File: config.mk
export PLATFORM = sky130hd
export DESIGN_NAME = fifo_uart_tx_flat
export DESIGN_NICKNAME = d
export VERILOG_FILES = /design/src/rtl/fifo_uart_tx_if.sv /design/src/rtl/fifo_uart_tx.sv /design/src/flat_wrapper.sv
export SDC_FILE = /design/constraint.sdc
export NUM_CORES = 1
export LEC_CHECK = 0
export BUFFER_PORTS_ARGS = -buffer_cell sky130_fd_sc_hd__buf_2
export CAP_MARGIN = 15
export CORE_MARGIN = 2
export CORE_UTILIZATION = 40
export CTS_BUF_LIST = sky130_fd_sc_hd__clkbuf_16
export DETAILED_ROUTE_END_ITERATION = 16
export HOLD_SLACK_MARGIN = 0.06
export PLACE_DENSITY_LB_ADDON = 0.2
export SYNTH_ARGS = -nofsm -noshare
export SYNTH_HDL_FRONTEND = slang
export SYNTH_SLANG_ARGS = --single-unit
File: constraint.sdc
create_clock -name clk -period 3.6 [get_ports clk]
set_input_delay 0.18 -clock clk [delete_from_list [all_inputs] [get_ports clk]]
set_output_delay 0.18 -clock clk [all_outputs]
set_load 0.02 [all_outputs]
File: src/rtl/fifo_uart_tx_if.sv
// Handshake bundle between the FIFO read side and the UART transmitter.
// slave = transmitter side, master = FIFO / driver side.
interface fifo_uart_tx_if;
   logic       tx_en;
   logic       fifo_empty;
   logic [7:0] fifo_data;
   logic       rd;
   logic       tx;
   logic       busy;
   logic       frame_done;

   modport master (
      output tx_en, fifo_empty, fifo_data,
      input  rd, tx, busy, frame_done
   );

   modport slave (
      input  tx_en, fifo_empty, fifo_data,
      output rd, tx, busy, frame_done
   );
endinterface

File: src/rtl/fifo_uart_tx.sv
// Pops bytes from a show-ahead FIFO and serialises them as UART frames (start, 8 data LSB-first, stop).
// Define UART_TX_PARITY_EN to insert an even-parity bit between the data bits and the stop bit.
module fifo_uart_tx #(
   parameter int CLKS_PER_BIT = 16
) (
   input logic           clk,
   input logic           rst,
   fifo_uart_tx_if.slave bus
);
   localparam int            CW       = $clog2(CLKS_PER_BIT);
   localparam logic [CW-1:0] CNT_LAST = CW'(CLKS_PER_BIT - 1);

`ifdef UART_TX_PARITY_EN
   typedef enum logic [2:0] {IDLE, START, DATA, PARITY, STOP} state_t;
`else
   typedef enum logic [1:0] {IDLE, START, DATA, STOP} state_t;
`endif

   state_t        state_q, state_d;
   logic [CW-1:0] cnt_q, cnt_d;
   logic [2:0]    idx_q, idx_d;
   logic [7:0]    shift_q, shift_d;
   logic          tx_q, tx_d;
   logic          bit_end;
   logic          load;
`ifdef UART_TX_PARITY_EN
   logic          par_q, par_d;
`endif

   assign bit_end = (cnt_q == CNT_LAST);
   // Pops happen only at a frame boundary; rd is held low while empty or in reset.
   assign load = !rst && bus.tx_en && !bus.fifo_empty &&
                 ((state_q == IDLE) || ((state_q == STOP) && bit_end));

   assign bus.rd         = load;
   assign bus.tx         = tx_q;
   assign bus.busy       = (state_q != IDLE);
   assign bus.frame_done = (state_q == STOP) && bit_end;

   always_comb begin
      state_d = state_q;
      cnt_d   = ((state_q == IDLE) || bit_end) ? '0 : cnt_q + 1'b1;
      idx_d   = idx_q;
      shift_d = shift_q;
`ifdef UART_TX_PARITY_EN
      par_d   = par_q;
`endif
      case (state_q)
         IDLE:  ;
         START: if (bit_end) begin
            state_d = DATA;
            idx_d   = 3'd0;
         end
         DATA: if (bit_end) begin
            shift_d = {1'b0, shift_q[7:1]};
            idx_d   = idx_q + 3'd1;
            if (idx_q == 3'd7) begin
`ifdef UART_TX_PARITY_EN
               state_d = PARITY;
`else
               state_d = STOP;
`endif
            end
         end
`ifdef UART_TX_PARITY_EN
         PARITY: if (bit_end) state_d = STOP;
`endif
         STOP: if (bit_end) state_d = IDLE;
         default: state_d = IDLE;
      endcase

      // A load overrides the STOP->IDLE exit, giving gap-free back-to-back frames.
      if (load) begin
         state_d = START;
         cnt_d   = '0;
         idx_d   = 3'd0;
         shift_d = bus.fifo_data;
`ifdef UART_TX_PARITY_EN
         par_d   = ^bus.fifo_data;
`endif
      end

      // tx is registered from the next state so the line changes exactly on bit boundaries.
      case (state_d)
         START:   tx_d = 1'b0;
         DATA:    tx_d = shift_d[0];
`ifdef UART_TX_PARITY_EN
         PARITY:  tx_d = par_d;
`endif
         default: tx_d = 1'b1;
      endcase
   end

   always_ff @(posedge clk or posedge rst) begin
      if (rst) begin
         state_q <= IDLE;
         cnt_q   <= '0;
         idx_q   <= 3'd0;
         shift_q <= 8'h00;
         tx_q    <= 1'b1;
`ifdef UART_TX_PARITY_EN
         par_q   <= 1'b0;
`endif
      end else begin
         state_q <= state_d;
         cnt_q   <= cnt_d;
         idx_q   <= idx_d;
         shift_q <= shift_d;
         tx_q    <= tx_d;
`ifdef UART_TX_PARITY_EN
         par_q   <= par_d;
`endif
      end
   end
endmodule

File: src/flat_wrapper.sv
// flat-port wrapper written by rule: the top's interface ports become plain ports
module fifo_uart_tx_flat 
#(
   parameter int CLKS_PER_BIT = 16
)
  (clk, rst, bus_tx_en, bus_fifo_empty, bus_fifo_data, bus_rd, bus_tx, bus_busy, bus_frame_done);
  fifo_uart_tx_if bus_i ();
  input logic clk;
  input logic rst;
  input wire logic [$bits(bus_i.tx_en)-1:0] bus_tx_en;
  input wire logic [$bits(bus_i.fifo_empty)-1:0] bus_fifo_empty;
  input wire logic [$bits(bus_i.fifo_data)-1:0] bus_fifo_data;
  output wire logic [$bits(bus_i.rd)-1:0] bus_rd;
  output wire logic [$bits(bus_i.tx)-1:0] bus_tx;
  output wire logic [$bits(bus_i.busy)-1:0] bus_busy;
  output wire logic [$bits(bus_i.frame_done)-1:0] bus_frame_done;
  assign bus_i.tx_en = bus_tx_en;
  assign bus_i.fifo_empty = bus_fifo_empty;
  assign bus_i.fifo_data = bus_fifo_data;
  assign bus_rd = bus_i.rd;
  assign bus_tx = bus_i.tx;
  assign bus_busy = bus_i.busy;
  assign bus_frame_done = bus_i.frame_done;
  fifo_uart_tx #(.CLKS_PER_BIT(CLKS_PER_BIT)) u_core (.clk(clk), .rst(rst), .bus(bus_i));
endmodule
After elaboration in Yosys (flattened, before gate mapping):

Index checks and enable logic that the tools add are counted.

* input bits: 12
* flip-flop bits (word level): 18
* output and inout bits: 4

* equal/unequal tests: 9
* add/subtract/negate cells: 2
* mux-type cells: 16
* reduce and logical (&&, ||, !) cells: 15

Operators with widths (count)
* 8-bit two-way mux: 3
* 2-bit two-way mux: 5
* 3-bit two-way mux: 3
* 4-bit two-way mux: 2
* 2-bit equality test (second input constant): 3
* 3-bit by 2-bit inequality test with 1-bit output (second input constant): 2
* 2-bit case mux with 3 select lines: 1
* 3-bit case mux with 2 select lines: 1
* 2-bit nonzero test: 3
* 4-bit by 1-bit adder with 4-bit output (second input constant): 1
* 2-bit by 1-bit equality test with 1-bit output (second input constant): 2
* 4-bit equality test (second input constant): 1
* 1-bit logical AND: 4
* 3-bit by 1-bit adder with 3-bit output (second input constant): 1
* 3-bit equality test (second input constant): 1
* 3-bit AND reduction: 1
* 3-bit nonzero test: 1
* 1-bit zero test: 2
* 2-bit zero test: 1
* 1-bit logical OR: 2
* 1-bit case mux with 2 select lines: 1
* 2-bit AND reduction: 1

Logic depth before layout (Yosys ltp):

Gate-level depths: netlist of run 1.

* word-level depth: 7
* depth in mapped cells: 7
* depth with buffers taken out: 6

Worst setup path before layout of run 1:

OpenSTA, ideal clock, no wires.

* path type: reg2reg
* start: register u_core.cnt_q[0]
* end: register u_core.tx_q, in the netlist u_core.bus.tx
* setup slack: 1.913 ns
* cell stages (with the launch flop): 7
* arrival time: 1.606 ns
* library setup time: 0.081 ns
* cell sequence: dfrtp_1 > ha_1 > and3_1 > buf_6 > mux2_4 > and2_4 > a211oi_2

* longest elaborated chain between the ends: 7
* elaborated cells on any way between the ends: 15
* those cells by class: eq/ne (3); mux (9); reduce/logical (3)

RTL lines
* start, declared: line fifo_uart_tx.sv:20 `logic [CW-1:0] cnt_q, cnt_d;`
* start signal, assigned: line fifo_uart_tx.sv:106 `cnt_q <= cnt_d;`
* 4-bit equality test (*): line fifo_uart_tx.sv:30 `assign bit_end = (cnt_q == CNT_LAST);`
* branches (longest 5 deep; another with 2-bit case mux with 3 select lines)
* 1-bit case mux with 2 select lines (*): line fifo_uart_tx.sv:84 `case (state_d)`
* via u_core.tx_d: line fifo_uart_tx.sv:23 `logic tx_q, tx_d;`
* end signal, assigned: line fifo_uart_tx.sv:109 `tx_q <= tx_d;`
* end, declared: line fifo_uart_tx.sv:23

Mark *: on every way through the listed nets, which the timed path passes. The select of a mux whose other input is x is not followed.
A chain may end at the register's enable or synchronous reset.

Final worst setup path of run 1:

* start: register u_core.state_q[1]
* end: output bus_rd

* longest elaborated chain between the ends: 4
* elaborated cells on any way between the ends: 5
* those cells by class: eq/ne (1); reduce/logical (4)

RTL lines
* start, declared: line fifo_uart_tx.sv:19 `state_t state_q, state_d;`
* start signal, assigned: line fifo_uart_tx.sv:105 `state_q <= state_d;`
* 2-bit equality test: line fifo_uart_tx.sv:33 `((state_q == IDLE) || ((state_q == STOP) && bit_end));`
* 1-bit logical AND: line fifo_uart_tx.sv:33
* 1-bit logical OR (*): line fifo_uart_tx.sv:33
* 1-bit logical AND (*): line fifo_uart_tx.sv:32 `assign load = !rst && bus.tx_en && !bus.fifo_empty &&`
* end, declared: line flat_wrapper.sv:13 `output wire logic [$bits(bus_i.rd)-1:0] bus_rd;`

Every way passes the cells marked *; elsewhere a longest branch is shown, timed or not.

==> impl_results.md, run 1 <==
- Remaining antenna violation count: 0
- Placed Instance Area: 1090 sq um
- Tmin final: 2520 ps
- Post-synthesis compound-gate area fraction: 12.9%
- Most frequent cells in the layout: dfrtp_1, buf_2, nand2_1
- Clock sink count: 18
- Reg power frac: 40.8%
- Setup Skew: 2.26 ps
- Core box area: 2450 sq um
- Crit path kind: flop to output pin
- Layout cell share with drive strength beyond 1: 23.6%
- Wire per inst: 13.1 um
- Crit path required time: 3420 ps
- Clock share of power: 28.2%
- CTS Root Cell: clkbuf_16
- Remaining DRCs: 0
- Max Cap Viol: 0
- Max IR drop VDD: 0.428 mV
- Pleak: 0.000601 uW
- CTS tree: built
- Comb pwr share: 31.0%
- H-tree Lvls: 1
- Final Max Slew Viols: 0
- Mapped Cells: 96
- Worst hold-check path type: input pin to async pin
- Row Count: 18
- Drt pass-1 iters: 4
- Cell Area, Synth: 1020 sq um
- Final setup vio count: 0
- R2R Path End: u_core.shift_q[0]
- Via density: 5.15
- Routed via count: 721
- Net load switching power: 245 uW
- Number of synthesis warnings: 0
- Fin crit share: 70.1%
- Clock Latency Late Sink: 240 ps
- Setup crit end kind: output pin
- Clock-pin slew on the worst setup and hold paths: 50 ps
- CTS Buffer Depth: 2
- Initial Util: 41.5%
- FF+latch count, synth: 18
- XOR/XNOR Fraction of Synth Area: 0.859%
- Power, Total: 779 uW
- Fill count: 249
- Pin count of the biggest net entering global routing: 23
- Post-synthesis adder-cell area fraction: 8.59%
- DRC marker count from the first detailed-route iteration: 9
- Worst Reg2Reg Path Length in Cells: 5
- Most common cell after layout, fill and taps aside: dfrtp_1
- Area grow syn2layout: 14.8%
- Int Pwr: 534 uW
- Crit-path cells: inv_1, ha_1, a41oi_1, nor4b_4, buf_2
- Final Cell Area: 1170 sq um
- Vias in the first global route: 724
- Setup bufs post-CTS: 0
- Setup_tns: 0 ps
- Placer Congestion: 0.770
- Mapped Nets: 115
- Post-synthesis sequential area ratio: 44.3%
- Slew @ Worst Pin: 971 ps
- Die H: 54.5 um
- First-pass GRT wire length: 3310 um
- Total gr overflow: 0
- CP top delay family: simple AND/OR/NAND/NOR gates
- Post-CTS sizing: 0
- Syn_area_per_cell: 10.6 sq um
- IO Port Bufs: 15
- Post-synth cell types: 33
- Max incr delay on CP: 840 ps
- Total CTS buffers: 3
- RSZ-0062 raised after global routing: false
- DP HPWL: 1360 um
- Reg2reg setup slack: 1290 ps
- Buf/Inv on CP: 2
- Simple-Gate Fraction of Synth Area: 18.0%
- Die Width: 54.5 um
- Final Hold Fails: 0
- R2R Path Start: u_core.state_q[1]
- CP Launch Type: flop
- Initial antenna violation count: 0
- ANT cells: 0
- Arrival time at the worst endpoint: 2340 ps
- Highest clock rate: 396 MHz
- Status: finished, final reports clean
- Total track usage: 15.8%
- Final #Nets: 130
- Die ar.: 2970 sq um
- Switching Fraction: 31.4%
- Worst relative slew slack: 35.0%
- Hold buffer count at cts: 0
- Crit-path max FO: 22
- Final WL: 1840 um
- Slowest-stage cell, CP: nor4b_4
- PwrDens: 665 nW/um^2
- Post-synthesis mux area share: 9.57%
- Largest family of logic cells by synthesized area: simple AND/OR/NAND/NOR gates
- # IOs: 16
[cell usage after synthesis, drive strengths merged]
master  instances  area (sq um)
a21oi           3          15.0
a211oi          1          12.5
nor2            5          18.8
ha              7          87.6
o21ai          10          50.1
mux2            3          37.5
nand3           1          5.00
a311oi          1          8.76
a31oi           1          6.26
nand3b          1          7.51
dfrtp          17           425
dfstp           1          26.3
a21o            1          7.51
mux2i           6          60.1
xnor2           1          8.76
nor4b           1          23.8
and3b           1          8.76
and3            2          12.5
and2            1          8.76
o211ai          1          7.51
a22oi           2          15.0
nand4           3          33.8
nor3            1          5.00
nand2          12          45.0
a41oi           1          8.76
inv             5          18.8
nand2b          1          6.26
nand4b          1          8.76
buf             5          40.0
[registers in the layout, indices dropped and copies added, names as in the netlist]
| name | flops |
|---|---|
| u_core.shift_q | 8 |
| u_core.state_q | 2 |
| u_core.cnt_q | 4 |
| u_core.idx_q | 3 |
| u_core.bus.tx | 1 |
[power groups by stage]
stage	combinational (uW)	clock [uW]	sequential, uW
after CTS	244	229	318
after global routing	273	238	328
after floorplan	191	0	316
final	241	220	318
after detailed placement	241	0	322
after global placement	242	0	318
[metal layers]
layer | GRT usage (%) | share of wire (%) | vias up
li1 | - | - | 370
met1 | 20.9 | 48 | 341
met2 | 25.1 | 48 | 8
met3 | 3.28 | 2.9 | 2
met4 | 6.25 | 1.0 | 0
met5 | 0 | 0 | -
[cells by family (layout without fill, tap and decap cells)]
family / after synthesis / count (layout)
mux: 9 / 9
flops: 18 / 18
simple gates: 30 / 30
compound gates: 21 / 21
xor+xnor: 1 / 1
fa+ha+maj: 7 / 7
buf+inv: 10 / 24
[stage by stage]
step / util, % / hold slack [ps] / setup WS (ps) / instances
2_1_floorplan: - / 118 / 1910 / 96
3_3_place_gp: 44.5 / 354 / 1340 / 136
3_5_place_dp: 44.5 / 355 / 1270 / 136
4_1_cts: 47.7 / 96.0 / 1040 / 140
5_1_grt: 47.7 / 120 / 828 / 140
6_report: 47.7 / 69.2 / 1080 / 140
[worst max-delay path by stage]
stage / start / end / slack, ps / depth (start not counted)
finish: u_core.state_q[1] / bus_rd / 1080 / 5
global route: u_core.state_q[1] / bus_rd / 830 / 5
CTS: u_core.state_q[1] / bus_rd / 1040 / 5
detailed placement: u_core.state_q[1] / u_core.shift_q[0] / 1270 / 5
global placement: u_core.state_q[1] / u_core.shift_q[0] / 1340 / 5
floorplan: u_core.cnt_q[0] / u_core.bus.tx / 1910 / 6
[layout make-up]
class | instances | area [sq um] | area share, %
clock buffer | 3 | 75.1 | 6.41
clock inverter | 1 | 3.75 | 0.321
inverter | 5 | 18.8 | 1.60
multi-input combinational | 68 | 509 | 43.5
sequential | 18 | 452 | 38.6
tap | 30 | 37.5 | 3.21
timing repair buffer | 15 | 75.1 | 6.41
(Power assumes the default switching activity.)
==> inputs of run 2 (changes only) <==
Clock period 3.6 ns to 2.6 ns, I/O delays scaled along.
==> run 2 against run 1 <==
Non-clock buffer count rose by 2. Die area did not move. Sequential cell count is the same. Power increased by 40%. Wire length is 1.5% higher. Final cell count grew 1.4%. Setup slack worse by 630 ps. Largest cell class unchanged. Register-to-register slack got worse by 700 ps.
==> impl_results.md, run 2 (synthesized netlist as in run 1, its figures left out) <==
- Slowest-stage cell, CP: nor4b_4
- Worst relative slew slack: 55.3%
- Buf/Inv on CP: 2
- Slew @ Worst Pin: 670 ps
- Setup bufs post-CTS: 0
- H-tree Lvls: 1
- Initial antenna violation count: 0
- Tmin final: 2150 ps
- CTS Buffer Depth: 2
- Wire per inst: 13.1 um
- R2R Path Start: u_core.state_q[1]
- RSZ-0062 raised after global routing: false
- Max Cap Viol: 0
- Pleak: 0.000610 uW
- Most common cell after layout, fill and taps aside: dfrtp_1
- Total CTS buffers: 3
- Worst Reg2Reg Path Length in Cells: 5
- Final WL: 1870 um
- Drt pass-1 iters: 4
- Status: finished, final reports clean
- Initial Util: 41.5%
- Clock sink count: 18
- Largest reg by FF count: u_core.shift_q
- ANT cells: 0
- # IOs: 16
- Remaining DRCs: 0
- Max IR drop VDD: 0.433 mV
- Clock-pin slew on the worst setup and hold paths: 50 ps
- Largest regs: u_core.shift_q: 8 flops, u_core.cnt_q: 4 flops, u_core.idx_q: 3 flops
- Post-CTS sizing: 0
- Final setup vio count: 0
- Final #Nets: 132
- Setup crit end kind: output pin
- Core box area: 2450 sq um
- Crit-path max FO: 12
- Row Count: 18
- Setup_tns: 0 ps
- R2R Path End: u_core.shift_q[0]
- Multi-input logic area: 509 sq um
- Worst hold-check path type: input pin to flop
- DP HPWL: 1420 um
- Final Hold Fails: 0
- First-pass GRT wire length: 3040 um
- Pin count of the biggest net entering global routing: 19
- CTS Root Cell: clkbuf_16
- Register Area: 452 sq um
- CP top delay family: simple AND/OR/NAND/NOR gates
- Crit-path cells: inv_1, ha_1, a41oi_1, nor4b_4, buf_2
- Hold Path Sink: u_core.shift_q[5]
- PwrDens: 915 nW/um^2
- Fill count: 236
- Die Width: 54.5 um
- Max incr delay on CP: 560 ps
- Crit path required time: 2470 ps
- Final core utilization: 48.4%
- Total track usage: 14.9%
- Area grow syn2layout: 16.6%
- Via density: 5.23
- IO Port Bufs: 15
- Remaining antenna violation count: 0
- Routed via count: 742
- Highest clock rate: 464 MHz
- Layout cell share with drive strength beyond 1: 24.1%
- Placer Congestion: 0.746
- Vias in the first global route: 665
- CTS tree: built
- Most frequent cells in the layout: dfrtp_1, buf_2, nand2_1
- Die ar.: 2970 sq um
- Clock Latency Late Sink: 250 ps
- Crit path kind: flop to output pin
- Worst hold start: bus_fifo_data[5]
- DRC marker count from the first detailed-route iteration: 13
- Arrival time at the worst endpoint: 2020 ps
- Fin crit share: 82.9%
- Final Max Slew Viols: 0
- Setup Skew: 1.30 ps
- Die H: 54.5 um
- CP Launch Type: flop
- Total gr overflow: 0
- WHS Path Cells: 3
- Number of flip-flops under the largest register name: 8
- Reg2reg setup slack: 590 ps
==> run 2: layout make-up <==
cell class,count,share of cell area (%)
inverter,5,1.58
clock buffer,3,6.32
multi-input combinational,68,42.8
tap,30,3.16
sequential,18,38.0
timing repair buffer,17,7.79
clock inverter,1,0.316
==> run 2: how the worst max path moves through the flow <==
stage / from / endpoint / cells past startpoint
6_report: u_core.state_q[1] / bus_rd / 5
3_5_place_dp: u_core.state_q[1] / u_core.shift_q[6] / 6
5_1_grt: u_core.state_q[1] / bus_rd / 5
2_1_floorplan: u_core.cnt_q[0] / u_core.bus.tx / 6
4_1_cts: u_core.state_q[1] / bus_rd / 5
3_3_place_gp: u_core.cnt_q[0] / u_core.shift_q[0] / 4
==> run 2: stage by stage <==
step           instance area (sq um)  setup slack [ps]  cells  hold slack [ps]  total power, uW
3_3_place_gp                    1100               673    137              300              784
5_1_grt                         1190               278    142              108             1160
2_1_floorplan                   1020               913     96             67.8              702
6_report                        1190               445    142             85.8             1090
4_1_cts                         1190               424    142             86.7             1100
3_5_place_dp                    1100               622    137              299              783
==> run 2: worst register-to-register path, stage by stage, from the launching register on <==
cell     delay (ps)
dfrtp_1         400
inv_1           110
ha_1            310
a41oi_1         120
nor4b_4         560
mux2_2          400
==> run 2: power breakdown <==
group	leakage, uW	internal, uW	switching [uW]
registers	0.000231	382	61.1
clock network	0.0000385	204	100
logic	0.000340	156	184
==> run 2: timing repair <==
item / CTS / global route
hold buffers: 1 / 0
hold endpoints to repair: 17 / 0
endpoints found under the setup margin: 0 / 0
==> run 2: per-layer routing <==
metal	routed length [um]	vias up	global-route usage [%]
met2	832	12	22.3
met4	42	0	8.75
met3	64	4	3.28
met5	0	-	0
li1	-	375	-
met1	926	351	19.8
==> inputs of run 3 (changes only) <==
Settings changed: ABC_AREA set to 1.
Clock period 2.6 ns to 2.15 ns, I/O delays scaled along.
==> run 3 against run 2 <==
Sequential power down 23%. Count of clock-buffer cells in the layout stayed put. Wire length grew 4.6%. Clock skew rose by 1.5 ps. Final cell count up 17%. Critical path depth rose by 1. Sequential cell count did not move. Critical path type unchanged. Largest power group is now the clock network.
==> impl_results.md, run 3 <==
- Top cell type's share of synthesized area: 42.8%
- First-pass GRT wire length: 3310 um
- Worst relative slew slack: 79.5%
- Net load switching power: 136 uW
- Final Cell Area: 1190 sq um
- Number of synthesis warnings: 0
- Placer Congestion: 0.841
- Pin count of the biggest net entering global routing: 19
- Number of flip-flops under the largest register name: 8
- Tmin final: 1900 ps
- Post-synthesis sequential area ratio: 45.5%
- Int Pwr: 596 uW
- Most common cell after layout, fill and taps aside: nand2_1
- Largest family of logic cells by synthesized area: simple AND/OR/NAND/NOR gates
- Largest reg by FF count: u_core.shift_q
- Layout cell share with drive strength beyond 1: 21.3%
- Final #Nets: 156
- XOR/XNOR Fraction of Synth Area: 1.76%
- PwrDens: 618 nW/um^2
- Simple-Gate Fraction of Synth Area: 34.8%
- Place WS: 507 ps
- Die Width: 53.8 um
- Hold buffer count at cts: 1
- Initial Util: 41.2%
- Final setup vio count: 0
- Highest clock rate: 527 MHz
- Max IR drop VDD: 0.759 mV
- Total gr overflow: 0
- H-tree Lvls: 1
- Final worst slack: 254 ps
- Crit path kind: flop to output pin
- Clock share of power: 50.9%
- Post-synthesis compound-gate area fraction: 3.53%
- Setup Skew: 2.78 ps
- Clock Latency Late Sink: 250 ps
- Worst hold-check path type: input pin to flop
- R2R Path Start: u_core.cnt_q[0]
- Routed via count: 811
- Crit-path max FO: 18
- Reg2reg setup slack: 490 ps
- Most common library cells after synthesis: nand2_1, nand3_1, dfrtp_1, nor2_1, ha_1
- FF+latch count, synth: 18
- Fin crit share: 88.2%
- Largest regs: u_core.shift_q: 8 flops, u_core.cnt_q: 4 flops, u_core.idx_q: 3 flops
- Setup bufs post-CTS: 0
- EDFF count, synth: 0
- Crit path required time: 2040 ps
- DRC marker count from the first detailed-route iteration: 4
- Initial antenna violation count: 0
- Most frequent cell after synthesis: nand2_1
- # IOs: 16
- FFs w/ async S/R, synth: 100%
- Switching Fraction: 18.6%
- Die H: 53.8 um
- DP HPWL: 1410 um
- Worst Reg2Reg Path Length in Cells: 9
- Worst hold start: bus_fifo_data[7]
- Die ar.: 2900 sq um
- Post-synthesis adder-cell area fraction: 8.82%
- Total track usage: 16.1%
- RSZ-0062 raised after global routing: false
- Arrival time at the worst endpoint: 1790 ps
- Clock sink count: 18
- Slew @ Worst Pin: 306 ps
- Setup_tns: 0 ps
- CP Launch Type: flop
- Reg power frac: 46.3%
- Yosys top cell by area: dfrtp_1
- Comb pwr share: 2.8%
- Pleak: 0.000636 uW
- CTS tree: built
- Top_reg_cell synth: dfrtp_1
- Setup crit end kind: output pin
- CTS Root Cell: clkbuf_16
- Mapped Cells: 117
- WHS Path Cells: 3
- Final Hold Fails: 0
- Mapped Nets: 136
- Placed Instance Area: 1100 sq um
- Final core utilization: 49.2%
- Syn_area_per_cell: 8.49 sq um
- Vias in the first global route: 779
- ANT cells: 0
- Total CTS buffers: 3
- Final hold slack: 64.8 ps
- Remaining DRCs: 0
- Cell Area, Synth: 993 sq um
- Row Count: 18
- Largest cells by area after synthesis: dfrtp_1, nand2_1, nand3_1
- R2R Path End: u_core.bus.tx
- CTS Buffer Depth: 2
- Post-CTS sizing: 0
- Final WL: 1950 um
- Wire per inst: 11.8 um
- Clock-pin slew on the worst setup and hold paths: 50 ps
- IO Port Bufs: 15
- Post-synth cell types: 22
- Via density: 4.89
- Remaining antenna violation count: 0
- Area grow syn2layout: 19.4%
- Final Max Slew Viols: 0
- Status: finished, final reports clean
- Hold Path Sink: u_core.shift_q[7]
- Drt pass-1 iters: 4
- Core box area: 2410 sq um
- Post-synthesis mux area share: 0%
- Max Cap Viol: 0
- Most frequent cells in the layout: nand2_1, nand3_1, dfrtp_1
[run 3: critical path, stage by stage, from the launching register on]
cell and delay [ps]:
dfrtp_1 360, ha_1 270, nand4_1 150, nand2_1 100, nand2_2 190, inv_2 250, buf_2 200
[run 3: through the flow]
step	cells	total power, uW
final	166	733
after global routing	166	762
after CTS	166	744
after detailed placement	161	365
after global placement	161	365
after floorplan	117	351
[run 3: worst max path at each step]
stage	from	slack, ps	endpoint	cells after the start
floorplan	u_core.state_q[0]	750	u_core.idx_q[1]	8
global placement	u_core.cnt_q[0]	580	u_core.bus.tx	9
detailed placement	u_core.cnt_q[0]	510	u_core.bus.tx	9
CTS	u_core.cnt_q[0]	260	bus_rd	6
global route	u_core.cnt_q[0]	100	bus_rd	6
finish	u_core.cnt_q[0]	250	bus_rd	6
[run 3: routing by layer]
layer / global-route usage, % / vias up / wire length [um]
met4: 5.13 / 0 / 17
li1: - / 420 / -
met5: 0 / - / 0
met2: 27.0 / 15 / 987
met3: 5.00 / 2 / 69
met1: 19.6 / 374 / 877
[run 3: cells by family after synthesis]
logic type	Yosys count
DFF	18
adders and majority gates	7
buffers and inverters	12
and+or+nand+nor	71
xor gates and xnor gates	2
AOI/OAI and AO/OA	7
[run 3: layout make-up]
class	count	area, sq um
clock inverters	1	3.75
flip-flops and latches	18	452
multi-input cells	87	485
repair buffers	17	92.6
inverters	10	40.0
fillers	236	1220
clock buffers	3	75.1
well taps	30	37.5
[run 3: power groups by stage]
| stage | clock network (uW) | registers (uW) | logic [uW] |
|---|---|---|---|
| floorplan | 0 | 345 | 6.13 |
| global placement | 0 | 345 | 19.6 |
| detailed placement | 0 | 345 | 19.8 |
| CTS | 384 | 339 | 21.2 |
| global route | 400 | 339 | 23.1 |
| finish | 373 | 339 | 20.3 |
